## src/rtl/dpi_stream_sequencer.sv

```systemverilog
// Flow-tagged byte stream to regex-wrapper sequencer: tag lookup, load_state/char_in/eop
// generation with fixed load-to-char and char-to-eop spacing.
module dpi_stream_sequencer #(
    parameter int unsigned LOAD_GAP = 2,
    parameter int unsigned EOP_GAP  = 2,
    parameter int unsigned KEY_W    = 16
) (
    input  logic             clk,
    input  logic             rst_n,
    input  logic             in_valid,
    output logic             in_ready,
    input  logic [7:0]       in_data,
    input  logic             in_sop,
    input  logic             in_eop,
    input  logic [KEY_W-1:0] in_flow_key,
    input  logic             in_enable,
    output logic             load_state,
    output logic             new_stream_id,
    output logic [5:0]       stream_id,
    output logic             enable,
    output logic [7:0]       char_in,
    output logic             char_in_vld,
    output logic             eop,
    output logic [15:0]      pkt_count,
    output logic             proto_err
);

    typedef enum logic [2:0] {
        StIdle, StLookup, StLoad, StGap, StStream, StDrain, StEop
    } state_e;

    // Counter terminal values; every output is registered, so each wait state is one short.
    localparam logic [7:0] LoadCntMax = 8'(LOAD_GAP - 2);
    localparam logic [7:0] EopCntMax  = 8'((EOP_GAP > 1) ? (EOP_GAP - 2) : 32'd0);

    state_e           state_q, state_d;
    logic [7:0]       cnt_q, cnt_d;
    logic [KEY_W-1:0] key_q, key_d;
    logic             en_cap_q, en_cap_d;
    logic             first_q, first_d;
    logic [5:0]       alloc_q, alloc_d;
    logic [63:0]      valid_q, valid_d;
    logic [KEY_W-1:0] tag_q [64];
    logic             tag_we;
    logic [5:0]       sid_q, sid_d;
    logic             new_q, new_d;
    logic             enable_q, enable_d;
    logic             load_q, load_d;
    logic [7:0]       char_q, char_d;
    logic             vld_q, vld_d;
    logic             eop_q, eop_d;
    logic [15:0]      pkt_q, pkt_d;
    logic             err_q, err_d;
    logic             hit;
    logic [5:0]       hit_idx;

    // Descending scan so the lowest matching index ends up selected.
    always_comb begin
        hit     = 1'b0;
        hit_idx = 6'd0;
        for (int i = 63; i >= 0; i--) begin
            if (valid_q[i] && (tag_q[i] == key_q)) begin
                hit     = 1'b1;
                hit_idx = 6'(i);
            end
        end
    end

    always_comb begin
        state_d  = state_q;
        cnt_d    = cnt_q;
        key_d    = key_q;
        en_cap_d = en_cap_q;
        first_d  = first_q;
        alloc_d  = alloc_q;
        valid_d  = valid_q;
        tag_we   = 1'b0;
        sid_d    = sid_q;
        new_d    = new_q;
        enable_d = enable_q;
        load_d   = 1'b0;
        char_d   = char_q;
        vld_d    = 1'b0;
        eop_d    = 1'b0;
        pkt_d    = pkt_q;
        err_d    = err_q;
        in_ready = 1'b0;
        unique case (state_q)
            StIdle: begin
                if (in_valid) begin
                    if (in_sop) begin
                        // Sop beat stays at the head; it is consumed as the first char.
                        key_d    = in_flow_key;
                        en_cap_d = in_enable;
                        state_d  = StLookup;
                    end else begin
                        in_ready = 1'b1;
                        err_d    = 1'b1;
                    end
                end
            end
            StLookup: begin
                enable_d = en_cap_q;
                if (hit) begin
                    sid_d = hit_idx;
                    new_d = 1'b0;
                end else begin
                    sid_d            = alloc_q;
                    new_d            = 1'b1;
                    tag_we           = 1'b1;
                    valid_d[alloc_q] = 1'b1;
                    alloc_d          = alloc_q + 6'd1;
                end
                state_d = StLoad;
            end
            StLoad: begin
                load_d  = 1'b1;
                cnt_d   = 8'd0;
                state_d = StGap;
            end
            StGap: begin
                if (cnt_q == LoadCntMax) begin
                    first_d = 1'b1;
                    state_d = StStream;
                end else begin
                    cnt_d = cnt_q + 8'd1;
                end
            end
            StStream: begin
                in_ready = 1'b1;
                if (in_valid) begin
                    char_d  = in_data;
                    vld_d   = 1'b1;
                    first_d = 1'b0;
                    if (in_sop && !first_q) begin
                        err_d = 1'b1;
                    end
                    if (in_eop) begin
                        cnt_d   = 8'd0;
                        state_d = (EOP_GAP > 1) ? StDrain : StEop;
                    end
                end
            end
            StDrain: begin
                if (cnt_q == EopCntMax) begin
                    state_d = StEop;
                end else begin
                    cnt_d = cnt_q + 8'd1;
                end
            end
            StEop: begin
                eop_d   = 1'b1;
                pkt_d   = pkt_q + 16'd1;
                state_d = StIdle;
            end
            default: state_d = StIdle;
        endcase
    end

    always_ff @(posedge clk or negedge rst_n) begin
        if (!rst_n) begin
            state_q  <= StIdle;
            cnt_q    <= 8'd0;
            key_q    <= '0;
            en_cap_q <= 1'b0;
            first_q  <= 1'b0;
            alloc_q  <= 6'd0;
            valid_q  <= 64'd0;
            sid_q    <= 6'd0;
            new_q    <= 1'b0;
            enable_q <= 1'b0;
            load_q   <= 1'b0;
            char_q   <= 8'd0;
            vld_q    <= 1'b0;
            eop_q    <= 1'b0;
            pkt_q    <= 16'd0;
            err_q    <= 1'b0;
        end else begin
            state_q  <= state_d;
            cnt_q    <= cnt_d;
            key_q    <= key_d;
            en_cap_q <= en_cap_d;
            first_q  <= first_d;
            alloc_q  <= alloc_d;
            valid_q  <= valid_d;
            sid_q    <= sid_d;
            new_q    <= new_d;
            enable_q <= enable_d;
            load_q   <= load_d;
            char_q   <= char_d;
            vld_q    <= vld_d;
            eop_q    <= eop_d;
            pkt_q    <= pkt_d;
            err_q    <= err_d;
        end
    end

    // Tag contents are qualified by valid_q, so they need no reset.
    always_ff @(posedge clk) begin
        if (tag_we) begin
            tag_q[alloc_q] <= key_q;
        end
    end

    assign load_state    = load_q;
    assign new_stream_id = new_q;
    assign stream_id     = sid_q;
    assign enable        = enable_q;
    assign char_in       = char_q;
    assign char_in_vld   = vld_q;
    assign eop           = eop_q;
    assign pkt_count     = pkt_q;
    assign proto_err     = err_q;

endmodule

```

## config.mk

```make
export PLATFORM = sky130hd
export DESIGN_NAME = dpi_stream_sequencer
export DESIGN_NICKNAME = d
export VERILOG_FILES = /design/src/rtl/dpi_stream_sequencer.sv
export SDC_FILE = /design/constraint.sdc
export NUM_CORES = 2
export LEC_CHECK = 0
export CAP_MARGIN = 40
export CORE_AREA = 3 3 327 329
export CTS_BUF_LIST = sky130_fd_sc_hd__clkbuf_2 sky130_fd_sc_hd__clkbuf_4 sky130_fd_sc_hd__clkbuf_8
export DETAILED_ROUTE_END_ITERATION = 6
export DIE_AREA = 0 0 330 332
export GPL_ROUTABILITY_DRIVEN = 0
export PLACE_DENSITY = 0.65
export SLEW_MARGIN = 0
export SYNTH_ARGS = -nofsm -noshare
export SYNTH_HDL_FRONTEND = slang
export SYNTH_SLANG_ARGS = --single-unit
```

## constraint.sdc

```tcl
create_clock -name clk -period 8.8 [get_ports clk]
set_input_delay 2.64 -clock clk [delete_from_list [all_inputs] [get_ports clk]]
set_output_delay 2.64 -clock clk [all_outputs]
set_load 0.02 [all_outputs]
```

==> impl_metrics.sql <==
INSERT INTO impl_metrics (metric_group, metric, value, unit) VALUES
('logic_synthesis', 'mappedNetlistArea', '52000', 'um2'),
('global_route', 'grt_first_pass_wirelength', '183', 'mm'),
('power', 'p_per_area', '310', 'nW/um2'),
('power', 'cellLeakagePower', '20.8', 'nW'),
('worst_setup_path', 'worst_r2r_path_depth', '12', ''),
('sta', 'tightestPinTransition', '0.953', 'ns'),
('worst_setup_path', 'reg2reg_from', 'key_q[15]$_DFFE_PN0P_', ''),
('clocking', 'cts_tree', 'yes', ''),
('clocking', 'clock_sinks', '1159', ''),
('global_route', 'pin_count_of_the_biggest_net_entering_global_routing', '79', ''),
('clocking', 'worst_skew_pair.late_latency', '0.86', 'ns'),
('worst_setup_path', 'required', '6.16', 'ns'),
('placement', 'place.detailed.hpwl', '70.3', 'mm'),
('clocking', 'clkSlewWorstSetupHoldPaths', '0.05', 'ns'),
('floorplanning', 'chipWidth', '330', 'um'),
('sta', 'skew', '0.0520', 'ns'),
('flow_run', 'max_cap_violations', '0', ''),
('placement', 'port_buffers', '66', ''),
('sta', 'final_min_period_over_clock_period', '0.763', ''),
('global_route', 'grt.total_usage', '0.219', ''),
('global_route', 'first_global_vias', '30700', ''),
('power', 'vdd_drop_max', '0.000388', 'V'),
('logic_synthesis', 'post_synthesis_sequential_area_ratio', '0.656', ''),
('floorplanning', 'top_level_ports', '67', ''),
('worst_setup_path', 'criticalPathCategory', 'input pin to output pin', ''),
('layout', 'layout_overhead_on_the_synthesized_area', '13.1', '%'),
('logic_synthesis', 'syn-num-nets', '3627', ''),
('logic_synthesis', 'synthFlopType', 'sky130_fd_sc_hd__edfxtp_1', ''),
('min_path', 'holdPathStages', '1', ''),
('drt', 'routed_wire_length_per_instance', '22.3', 'um'),
('clocking', 'clock_path_buffers', '3', ''),
('sta', 'achievable-frequency', '149', 'MHz'),
('sta', 'setup_viol', '0', ''),
('worst_setup_path', 'crit_chain', 'clkdlybuf4s50_1, a21oi_1, nor3_1, clkdlybuf4s50_1', ''),
('sta', 'timing.final.hold_violations', '0', ''),
('clocking', 'postCtsResizedCells', '0', ''),
('min_path', 'hold_class', 'register to register', ''),
('worst_setup_path', 'timing.rr.end', 'tag_q[37][8]$_DFFE_PP_', ''),
('layout', 'final_core_util', '0.567', ''),
('clocking', 'cts_hold_buf', '0', ''),
('clocking', 'clock_tree.htree_level_count', '4', ''),
('floorplanning', 'die_area', '110000', 'um2'),
('logic_synthesis', 'cell_type_with_the_largest_total_area_after_synthesis', 'sky130_fd_sc_hd__edfxtp_1', ''),
('logic_synthesis', 'syn-mean-instance-area', '14.5', 'um2'),
('placement', 'placedCellCount', '5033', ''),
('logic_synthesis', 'ys_seq_elements', '1159', ''),
('worst_setup_path', 'worst_setup_path_start_kind', 'input pin', ''),
('drt', 'ant_nets', '0', ''),
('sta', 'setup_repair_after_global_routing_missed_its_margin', 'no', ''),
('clocking', 'clk_root_buffer_cell', 'sky130_fd_sc_hd__clkbuf_8', ''),
('logic_synthesis', 'synthTopCellsByArea', 'sky130_fd_sc_hd__edfxtp_1 (59%), sky130_fd_sc_hd__xor2_1 (15%), sky130_fd_sc_hd__dfrtp_1 (6.5%), sky130_fd_sc_hd__nor4_1 (3.3%), sky130_fd_sc_hd__xnor2_1 (2.5%)', ''),
('logic_synthesis', 'synth.distinct_cells', '70', ''),
('logic_synthesis', 'netlist.area_leader.share', '0.591', ''),
('floorplanning', 'placementRows', '118', ''),
('logic_synthesis', 'synth.cells.most_frequent', 'sky130_fd_sc_hd__edfxtp_1 (1024), sky130_fd_sc_hd__xor2_1 (893), sky130_fd_sc_hd__nor4_1 (271)', ''),
('worst_setup_path', 'critPathSlowestCell', 'sky130_fd_sc_hd__clkdlybuf4s50_1', ''),
('floorplanning', 'dieHeight', '332', 'um'),
('logic_synthesis', 'yosysMostFrequentCell', 'sky130_fd_sc_hd__edfxtp_1', ''),
('sta', 'drv_slew', '0', ''),
('sta', 'fin_crit', '6.71', 'ns'),
('worst_setup_path', 'critPathMostFrequentCell', 'sky130_fd_sc_hd__clkdlybuf4s50_1', ''),
('sta', 'finalHoldWorstSlack', '0.473', 'ns'),
('logic_synthesis', 'synth_edf_count', '1024', ''),
('logic_synthesis', 'synth-async-reset-ratio', '0.116', ''),
('worst_setup_path', 'crit_path_end_kind', 'output pin', ''),
('min_path', 'hold_worst_path_end', 'pkt_count[15]$_DFFE_PN0P_', ''),
('run_status', 'outcome', 'completed', ''),
('sta', 'worst_slew_margin_rel', '0.359', ''),
('logic_synthesis', 'ys.warnings.count', '0', ''),
('drt', 'totalWireLength', '120', 'mm'),
('layout', 'final_cell_count_without_fillers', '5389', '');
[stage by stage]
step	instance area (um2)	power (W)	worst slack, ns
final	58800	0.0182	2.09
after floorplan	52000	0.0115	2.95
after global routing	58800	0.0191	1.99
after CTS	58800	0.0184	2.09
after global placement	54600	0.0133	2.10
after detailed placement	54700	0.0134	2.11
[logic make-up after synthesis]
family          after synthesis  share of synthesized area
flops                      1159                      0.656
simple gates               1097                      0.127
xor+xnor                   1044                      0.176
buf+inv                     145                     0.0190
compound gates              115                     0.0143
mux                          29                    0.00626
fa+ha+maj                     4                   0.000963
[critical path: cells and delay by family]
family                 cells  cell delay (ns)
and+or+nand+nor            1             0.15
AOI/OAI and AO/OA          1             0.09
buffers and inverters      2             1.18
[state kept, by name, summed over array words and instances, names as in the netlist]
register / cells
tag_q: 1024
en_cap_q: 1
alloc_q: 6
cnt_q: 8
stream_id: 6
char_in_vld: 1
first_q: 1
eop: 1
enable: 1
proto_err: 1
new_stream_id: 1
pkt_count: 16
char_in: 8
load_state: 1
state_q: 3
key_q: 16
valid_q: 64
[metal layers]
metal | GRT usage | vias up | share of wire
li1 | - | 14000 | -
met1 | 0.316 | 15100 | 0.46
met2 | 0.336 | 897 | 0.46
met3 | 0.0385 | 231 | 0.056
met4 | 0.0758 | 0 | 0.028
met5 | 0 | - | 0
[cells in the final DEF, fill, tap and decap left out, types with 8 or more instances in the layout]
cell type	instances
sky130_fd_sc_hd__xnor2_1	151
sky130_fd_sc_hd__clkinv_1	17
sky130_fd_sc_hd__clkbuf_8	223
sky130_fd_sc_hd__and3_1	49
sky130_fd_sc_hd__or4b_2	14
sky130_fd_sc_hd__edfxtp_1	1024
sky130_fd_sc_hd__and4_1	9
sky130_fd_sc_hd__buf_4	99
sky130_fd_sc_hd__nand4_1	109
sky130_fd_sc_hd__or4_1	37
sky130_fd_sc_hd__or2_2	27
sky130_fd_sc_hd__buf_12	22
sky130_fd_sc_hd__nor4_1	271
sky130_fd_sc_hd__nor4b_1	73
sky130_fd_sc_hd__nor3_1	111
sky130_fd_sc_hd__o22ai_1	33
sky130_fd_sc_hd__o21ai_0	31
sky130_fd_sc_hd__inv_1	15
sky130_fd_sc_hd__a21oi_1	9
sky130_fd_sc_hd__mux2_2	28
sky130_fd_sc_hd__clkdlybuf4s50_1	65
sky130_fd_sc_hd__dfrtp_4	16
sky130_fd_sc_hd__or4b_1	8
sky130_fd_sc_hd__clkinv_2	19
sky130_fd_sc_hd__or2_1	42
sky130_fd_sc_hd__dfrtp_1	119
sky130_fd_sc_hd__clkbuf_4	78
sky130_fd_sc_hd__nand2_1	124
sky130_fd_sc_hd__xor2_1	893
sky130_fd_sc_hd__nand3_1	59
sky130_fd_sc_hd__nand4b_1	31
sky130_fd_sc_hd__nor2_1	94
[worst max-delay path by stage]
stage | startpoint | to | depth (start not counted)
2_1_floorplan | in_sop | in_ready | 3
3_3_place_gp | in_sop | in_ready | 5
3_5_place_dp | in_valid | in_ready | 4
4_1_cts | in_valid | in_ready | 4
5_1_grt | in_valid | in_ready | 4
6_report | in_valid | in_ready | 4
[report_power, final]
part	switching, W	leakage [nW]	internal [W]
logic	0.00361	7.67	0.00192
clock network	0.00213	2.16	0.00278
registers	0.000832	11.0	0.00693
[final cells by class]
type / count / area (um2)
fill: 8308 / 45000
sequential: 1159 / 34200
multi-input combinational: 2289 / 16900
clock buffer: 300 / 3640
timing repair buffer: 190 / 1890
tap: 1380 / 1730
clock inverter: 54 / 427
inverter: 15 / 56.3
antenna: 2 / 5.00
Note: power is estimated with default switching activity, not from simulation.
